File: src/rtl/pattern_sequencer_if.sv
// Pattern sequencer pin bundle.
//   load, run, din : controls driven toward the sequencer
//   o, step, busy  : registered playback outputs
// The master modport drives the controls and the slave modport is the sequencer side.
interface pattern_sequencer_if #(
    parameter int SW = 3
);
    logic          load;
    logic          run;
    logic [3:0]    din;
    logic [3:0]    o;
    logic [SW-1:0] step;
    logic          busy;

    modport master (output load, run, din, input  o, step, busy);
    modport slave  (input  load, run, din, output o, step, busy);
endinterface

File: src/rtl/pattern_sequencer.sv
// Programmable step sequencer for the tile's output nibble.
// Nibbles are loaded one per cycle into a DEPTH-slot store. The stored pattern
// then plays back in a loop, and each slot is held for DIV cycles.
//   clk       : tile clock, rising edge
//   rst       : asynchronous, active-high reset
//   bus.load  : write din into the store (IDLE), or clear the pattern (PAUSE, run=0)
//   bus.run   : play (1) / pause (0)
//   bus.din   : nibble to store
//   bus.o     : current pattern nibble
//   bus.step  : slot index currently shown on o
//   bus.busy  : state != IDLE
module pattern_sequencer #(
    parameter int DEPTH = 8,
    parameter int DIV   = 4,
    parameter int SW    = $clog2(DEPTH)
) (
    input  logic                    clk,
    input  logic                    rst,
    pattern_sequencer_if.slave      bus
);
    localparam int PW = (DIV > 1) ? $clog2(DIV) : 1;
    localparam int LW = SW + 1;

    typedef enum logic [1:0] {IDLE, PLAY, PAUSE} state_t;

    state_t        state, state_nxt;
    logic [3:0]    mem [DEPTH];
    logic [3:0]    o;
    logic [SW-1:0] rp, wp, rp_nxt;
    logic [LW-1:0] len;
    logic [PW-1:0] pre;
    logic          busy;

    logic do_write, do_start, do_adv, do_cnt, do_clear;
    logic tick;

    // rp is the displayed slot, so it drives step directly.
    assign bus.o    = o;
    assign bus.step = rp;
    assign bus.busy = busy;

    assign rp_nxt = ({1'b0, rp} == len - 1'b1) ? '0 : rp + 1'b1;

    always_ff @(posedge clk or posedge rst) begin
        if (rst) begin
            state <= IDLE;
            busy  <= 1'b0;
        end else begin
            state <= state_nxt;
            busy  <= (state_nxt != IDLE);
        end
    end

    always_comb begin
        state_nxt = state;
        do_write  = 1'b0;
        do_start  = 1'b0;
        do_clear  = 1'b0;
        tick      = 1'b0;
        case (state)
            IDLE: begin
                // LOAD has priority over RUN. An empty store never starts playback.
                if (bus.load) begin
                    do_write = 1'b1;
                end else if (bus.run && len != '0) begin
                    do_start  = 1'b1;
                    state_nxt = PLAY;
                end
            end
            PLAY: begin
                if (!bus.run) state_nxt = PAUSE;
                else          tick      = 1'b1;
            end
            PAUSE: begin
                // The resume edge counts as a play edge, so the dwell time
                // already spent before the pause is preserved exactly.
                if (bus.run) begin
                    state_nxt = PLAY;
                    tick      = 1'b1;
                end else if (bus.load) begin
                    do_clear  = 1'b1;
                    state_nxt = IDLE;
                end
            end
            default: state_nxt = IDLE;
        endcase
    end

    assign do_adv = tick && (pre == PW'(DIV - 1));
    assign do_cnt = tick && !do_adv;

    // The store has no reset. Slots at or beyond len are never read.
    always_ff @(posedge clk) begin
        if (do_write) mem[wp] <= bus.din;
    end

    always_ff @(posedge clk or posedge rst) begin
        if (rst) begin
            o   <= '0;
            rp  <= '0;
            wp  <= '0;
            len <= '0;
            pre <= '0;
        end else begin
            if (do_write) begin
                wp <= wp + 1'b1;
                if (len != LW'(DEPTH)) len <= len + 1'b1;
            end
            if (do_start) begin
                rp  <= '0;
                o   <= mem[0];
                pre <= '0;
            end
            if (do_adv) begin
                rp  <= rp_nxt;
                o   <= mem[rp_nxt];
                pre <= '0;
            end
            if (do_cnt) pre <= pre + 1'b1;
            if (do_clear) begin
                wp  <= '0;
                len <= '0;
                o   <= '0;
                rp  <= '0;
            end
        end
    end
endmodule

File: src/flat_wrapper.sv
// flat-port wrapper written by rule: the top's interface ports become plain ports
module pattern_sequencer_flat 
#(
    parameter int DEPTH = 8,
    parameter int DIV   = 4,
    parameter int SW    = $clog2(DEPTH)
)
  (clk, rst, bus_load, bus_run, bus_din, bus_o, bus_step, bus_busy);
  pattern_sequencer_if #(.SW(SW)) bus_i ();
  input  logic clk;
  input  logic rst;
  input wire logic [$bits(bus_i.load)-1:0] bus_load;
  input wire logic [$bits(bus_i.run)-1:0] bus_run;
  input wire logic [$bits(bus_i.din)-1:0] bus_din;
  output wire logic [$bits(bus_i.o)-1:0] bus_o;
  output wire logic [$bits(bus_i.step)-1:0] bus_step;
  output wire logic [$bits(bus_i.busy)-1:0] bus_busy;
  assign bus_i.load = bus_load;
  assign bus_i.run = bus_run;
  assign bus_i.din = bus_din;
  assign bus_o = bus_i.o;
  assign bus_step = bus_i.step;
  assign bus_busy = bus_i.busy;
  pattern_sequencer #(.DEPTH(DEPTH), .DIV(DIV), .SW(SW)) u_core (.clk(clk), .rst(rst), .bus(bus_i));
endmodule
File: config.mk
export PLATFORM = sky130hd
export DESIGN_NAME = pattern_sequencer_flat
export DESIGN_NICKNAME = d
export VERILOG_FILES = /design/src/rtl/pattern_sequencer_if.sv /design/src/rtl/pattern_sequencer.sv /design/src/flat_wrapper.sv
export SDC_FILE = /design/constraint.sdc
export NUM_CORES = 1
export LEC_CHECK = 0
export CORE_UTILIZATION = 48
export DETAILED_ROUTE_END_ITERATION = 10
export PLACE_DENSITY = 0.65
export SLEW_MARGIN = 25
export SYNTH_ARGS = -nofsm -noshare
export SYNTH_HDL_FRONTEND = slang
export SYNTH_SLANG_ARGS = --single-unit
export TNS_END_PERCENT = 1
File: constraint.sdc
create_clock -name clk -period 2.4 [get_ports clk]
set_clock_uncertainty 0.2 [all_clocks]
set_input_delay 0.24 -clock clk [delete_from_list [all_inputs] [get_ports clk]]
set_output_delay 0.24 -clock clk [all_outputs]
set_load 0.01 [all_outputs]
==> run metrics, run 1 <==
crit path max fanout=5; Final Hold Vio Count=0; fill count=367; crit-path cells=or4b_4, a311oi_2, a31oi_4, a221o_1, a221oi_2, o31ai_1; Post-synth EDFFs=32; # DRC=0; Final Cycle Share=95.4%; post-DP HPWL=4.07 mm; Worst-path clk slew=80 ps; Die Wd=74.1 um; IO buf count=15; vias=1,775; setup violators final=0; CP startpoint kind=flop; CTS tree=done; peak supply drop=0.522 mV; clock power share=12.6%; status=completed; Initial Util=51.5%; die height=74.1 um; Placed Area=2860 um^2; wire length per cell=16.7 um; Crit. End Element=flop; Die ar.=5490 um^2; post-route cell area=3090 um^2; P_sw=1470 uW; CP max stage delay=530 ps; vias in the first global route=1,835; total power=3710 uW; largest net degree at the start of global routing=20; # nets final=269; drt first pass iters=4; P&R area growth vs syn=23.9%; most frequent cells in the layout=edfxtp_1 (32), buf_4 (25), nor2_1 (18), dfrtp_1 (18), nand2_1 (17); Max Fclk=437 MHz; WS Path Type=reg -> reg; number of synthesized register bits=51; Reg power frac=34.3%; total CTS buffers=5; syn_nets=228; Initial DRC Count=89; Worst EP required=2380 ps; ANT cells=0; commonest non-fill, non-tap cell in the layout=edfxtp_1; Detail Route Antenna Nets=0; Pint=2240 uW; initial antenna violation count=0; ratio of cells with drive above 1 in the final layout=22.6%; row count=25; CORE AREA=4850 um^2; Clk Latency, worst-skew pair=300 ps; total track usage=21.5%; RSZ-0062 raised after global routing=yes; async set-or-reset flop fraction in the synthesized netlist=37.3%; Logic pwr share=53.1%; routability cong.=0.831; Slew HR=50.0%; first-pass GRT wire length=8.59 mm; num ports=16; # clock sinks=51; CP arrival=2270 ps; family with the most delay on the worst path=compound AO/OA/AOI/OAI gates; main flop type after synthesis=edfxtp_1; Final Critical Period=2290 ps; Leak=0.00122 uW; Buf/Inv on CP=0; register area share after synthesis=57.5%; worst min-delay path category=in -> async; clk root buf=clkbuf_8; final WL=5.33 mm; # H-tree levels=2; post-synth cell types=41; Gate Count Post-Synth=210; Pins Over Slew Limit=0; Critical-path top delay cell=or4b_4; switch share=39.6%; YS warnings=0; GRT Residual Overflow=0; Longest Clk Path Bufs=2; mapped cell area=2500 um^2; drt via density=5.56; Max-cap violations=0; Power Dens Cells=1200 nW/um^2; Avg Cell Area, Syn=11.9 um^2; Slew @ Worst Pin=749 ps
## state kept, by name (all words and copies together), names as in the netlist
register / count
u_core.bus.busy: 1
u_core.len: 4
u_core.mem: 32
u_core.state: 2
u_core.bus.step: 3
u_core.bus.o: 4
u_core.pre: 2
u_core.wp: 3
## power by group through the flow
stage | clock, uW | combinational (uW) | sequential (uW)
after floorplan | 0 | 1100 | 1300
after global placement | 0 | 1640 | 1270
after detailed placement | 0 | 1720 | 1280
after CTS | 484 | 1790 | 1260
after global routing | 516 | 2150 | 1290
final | 466 | 1970 | 1270
## repair_timing
item,CTS,global route
hold buffers,0,0
pin swaps,1,3
gates cloned,0,0
resized for setup,5,15
setup buffers,0,5
setup endpoints to repair,3,4
## per-stage QoR
step | setup WS [ps] | hold slack, ps | utilization, % | cells | setup TNS, ps
after floorplan | 2.73 | -8.87 | - | 210 | 0
after global placement | 39.3 | 270 | 59.0 | 306 | 0
after detailed placement | -44.2 | 291 | 59.0 | 306 | -93.3
after CTS | 0.381 | 199 | 61.4 | 314 | 0
after global routing | -24.7 | 231 | 63.8 | 319 | -41.5
final | 112 | 176 | 63.8 | 319 | 0
## final timing paths
kind	from	end	slack, ps	cells past startpoint
worst min register to register	u_core.bus.o[1]$_DFFE_PP0P_	u_core.bus.o[1]$_DFFE_PP0P_	300	2
min in group clk	u_core.bus.o[1]$_DFFE_PP0P_	u_core.bus.o[1]$_DFFE_PP0P_	300	2
worst min-delay path	rst	u_core.bus.step[1]$_DFFE_PP0P_	180	2
worst max-delay path	u_core.bus.step[0]$_DFFE_PP0P_	u_core.bus.o[2]$_DFFE_PP0P_	110	6
worst max register to register	u_core.bus.step[0]$_DFFE_PP0P_	u_core.bus.o[2]$_DFFE_PP0P_	110	6
max in group asynchronous	rst	u_core.state[0]$_DFF_PP0_	1310	2
## final cells by class
type                       count  area (um^2)  share of cell area, %
sequential                    51         1440                   46.5
multi-input combinational    145         1120                   36.1
clock buffer                   6         72.6                   2.35
timing repair buffer          40          338                   10.9
clock inverter                 2         13.8                  0.445
tap                           67         83.8                   2.71
inverter                       8         30.0                  0.971
## cells in the mapped netlist, types with 4 or more instances
cell,number,area (um^2)
edfxtp_1,32,961
dfrtp_1,19,475
nor2_1,19,71.3
nand2_1,17,63.8
ha_1,10,125
a21oi_1,9,45.0
mux2i_1,9,90.1
inv_1,8,30.0
nand2b_1,7,43.8
a31oi_1,6,37.5
clkbuf_1,6,22.5
o21ai_0,6,30.0
xnor2_1,6,52.6
a211oi_1,5,37.5
nand3_1,5,25.0
nor3_1,5,25.0
nor2b_1,4,25.0
nor3b_1,4,30.0
xor2_1,4,35.0
## per-layer routing
| layer | share of wire, % | track usage [%] | vias up |
|---|---|---|---|
| met5 | 0 | 0 | - |
| met4 | 2.4 | 9.62 | 0 |
| met3 | 3.6 | 3.79 | 12 |
| met2 | 50 | 36.7 | 34 |
| met1 | 44 | 26.9 | 875 |
| li1 | - | - | 854 |
## cells by family (layout without fill, tap and decap cells)
family / after synthesis / in the layout / share of synthesized area, %
AND/OR/NAND/NOR: 69 / 69 / 13.7
adder cells (fa/ha/maj): 10 / 10 / 5.01
XOR/XNOR: 10 / 10 / 3.51
multiplexers: 10 / 10 / 4.06
flip-flops: 51 / 51 / 57.5
AO/OA/AOI/OAI: 46 / 46 / 14.1
buffers and inverters: 14 / 56 / 2.11
No activity file was read; power rests on OpenSTA's default activity.
==> run 2, diff against run 1 <==
--- a/config.mk
+++ b/config.mk
@@ -5,9 +5,11 @@
 export SDC_FILE = /design/constraint.sdc
 export NUM_CORES = 1
 export LEC_CHECK = 0
-export CORE_UTILIZATION = 48
+export CELL_PAD_IN_SITES_DETAIL_PLACEMENT = 0
+export CELL_PAD_IN_SITES_GLOBAL_PLACEMENT = 1
+export CORE_UTILIZATION = 43
 export DETAILED_ROUTE_END_ITERATION = 10
-export PLACE_DENSITY = 0.65
+export PLACE_DENSITY = 0.71
 export SLEW_MARGIN = 25
 export SYNTH_ARGS = -nofsm -noshare
 export SYNTH_HDL_FRONTEND = slang
==> run 2 against run 1 <==
Compared with the run above:
- core utilization is 6.3 points lower
- the flow now finishes with violations (negative setup slack)
- highest routed layer unchanged
- routed wire length is 4.6% higher
- clock power up 12%
- critical path depth up 1
- setup slack lost 110 ps
- largest power group unchanged
- count of clock-buffer cells in the layout decreased by 1
- design area increased by 3.0%
==> run metrics, run 2 (synthesis gave the netlist of run 1 again) <==
total power=3840 uW; fill count=466; ratio of cells with drive above 1 in the final layout=24.5%; Initial DRC Count=131; footprint of the multi-input gates=1160 um^2; fin cells=329; Min Hold Slack=171 ps; RSZ-0062 raised after global routing=yes; drt via density=5.52; P&R area growth vs syn=27.6%; CTS tree=done; Slew HR=48.1%; CTS Hold Bufs=0; post-route cell area=3190 um^2; FF+latch area=1440 um^2; Detail Route Antenna Nets=0; GRT Residual Overflow=0; Longest Clk Path Bufs=2; CP arrival=2400 ps; # H-tree levels=2; Worst EP required=2400 ps; Slew @ Worst Pin=777 ps; num ports=16; Initial Util=45.1%; failing checks=negative setup slack; vias=1,815; Placed Area=2910 um^2; Final Cycle Share=100%; post-place setup slack=-97.0 ps; total CTS buffers=5; Biggest register=u_core.mem; Max-cap violations=0; clk root buf=clkbuf_8; commonest non-fill, non-tap cell in the layout=edfxtp_1; vias in the first global route=1,812; ANT cells=0; Largest register FFs=32; Die Wd=78.2 um; Worst-path clk slew=100 ps; peak supply drop=0.636 mV; biggest regs=u_core.mem x32, u_core.bus.o x4, u_core.len x4; status=finished, violations left; worst min-delay path category=in -> async; wire length per cell=17.0 um; routability cong.=0.837; most frequent cells in the layout=edfxtp_1 (32), buf_4 (30), dfrtp_1 (19); post-DP HPWL=4.03 mm; crit path max fanout=5; DP Cell Count=317; row count=27; final WL=5.58 mm; # nets final=274; Crit. End Element=flop; Clk Latency, worst-skew pair=310 ps; Power Dens Cells=1210 nW/um^2; Pins Over Slew Limit=0; Max Fclk=416 MHz; drt first pass iters=4; WS Path Type=reg -> reg; IO buf count=15; largest net degree at the start of global routing=20; die height=78.2 um; initial antenna violation count=0; total track usage=19.1%; Final Hold Vio Count=0; # DRC=0; Leak=0.00125 uW; final worst slack=-1.92 ps; setup violators final=1; # clock sinks=51; CORE AREA=5540 um^2; first-pass GRT wire length=8.76 mm; Final Critical Period=2400 ps; Die ar.=6110 um^2; CP startpoint kind=flop
## run 2: layer usage
metal	routed length, um	global-route usage, %	up-vias
met5	0	0	-
met4	57	5.19	0
met3	234	3.84	7
met2	2810	32.2	41
met1	2480	25.1	903
li1	-	-	864
## run 2: power by group
group	internal, uW	switching (uW)
combinational	933	1120
clock	214	306
sequential	1130	138
total	2280	1560
## run 2: cell type report
class                   count  share of cell area [%]
clock inverters             3                   0.864
multi-input cells         145                    36.3
clock buffers               5                    2.16
well taps                  72                    2.83
inverters                   8                   0.943
flip-flops and latches     51                    45.1
repair buffers             45                    11.8
## run 2: critical path, cell delays in order, from the launching register on
cell and delay [ps]:
dfrtp_1 390, buf_4 150, or4b_4 530, a311oi_4 330, a31oi_4 90, a221o_1 300, a221oi_2 190, o31ai_1 110
## run 2: path summary, 6_finish.rpt
check | from | endpoint | slack [ps] | depth (start not counted)
setup / recovery | u_core.len[1]$_DFFE_PP0P_ | u_core.bus.o[1]$_DFFE_PP0P_ | -2 | 7
hold / removal | rst | u_core.wp[0]$_DFFE_PP0P_ | 170 | 2
setup reg to reg | u_core.len[1]$_DFFE_PP0P_ | u_core.bus.o[1]$_DFFE_PP0P_ | -2 | 7
hold reg to reg | u_core.bus.o[2]$_DFFE_PP0P_ | u_core.bus.o[2]$_DFFE_PP0P_ | 290 | 2
max in group asynchronous | rst | u_core.bus.o[3]$_DFFE_PP0P_ | 1350 | 2
min in group clk | u_core.bus.o[2]$_DFFE_PP0P_ | u_core.bus.o[2]$_DFFE_PP0P_ | 290 | 2
## run 2: stage by stage
stage	TNS [ps]	utilization (%)
global placement	-64.4	52.6
global route	-242	57.5
floorplan	0	-
finish	-1.92	57.5
CTS	-8.14	54.9
detailed placement	-226	52.6
## run 2: timing repair
item                                   4_1_cts  5_1_grt
endpoints found under the hold margin        0        0
resized for setup                            5       18
buffers inserted                             0        4
setup endpoints to repair                    4        4
pin swaps                                    1        4
cloned                                       0        0
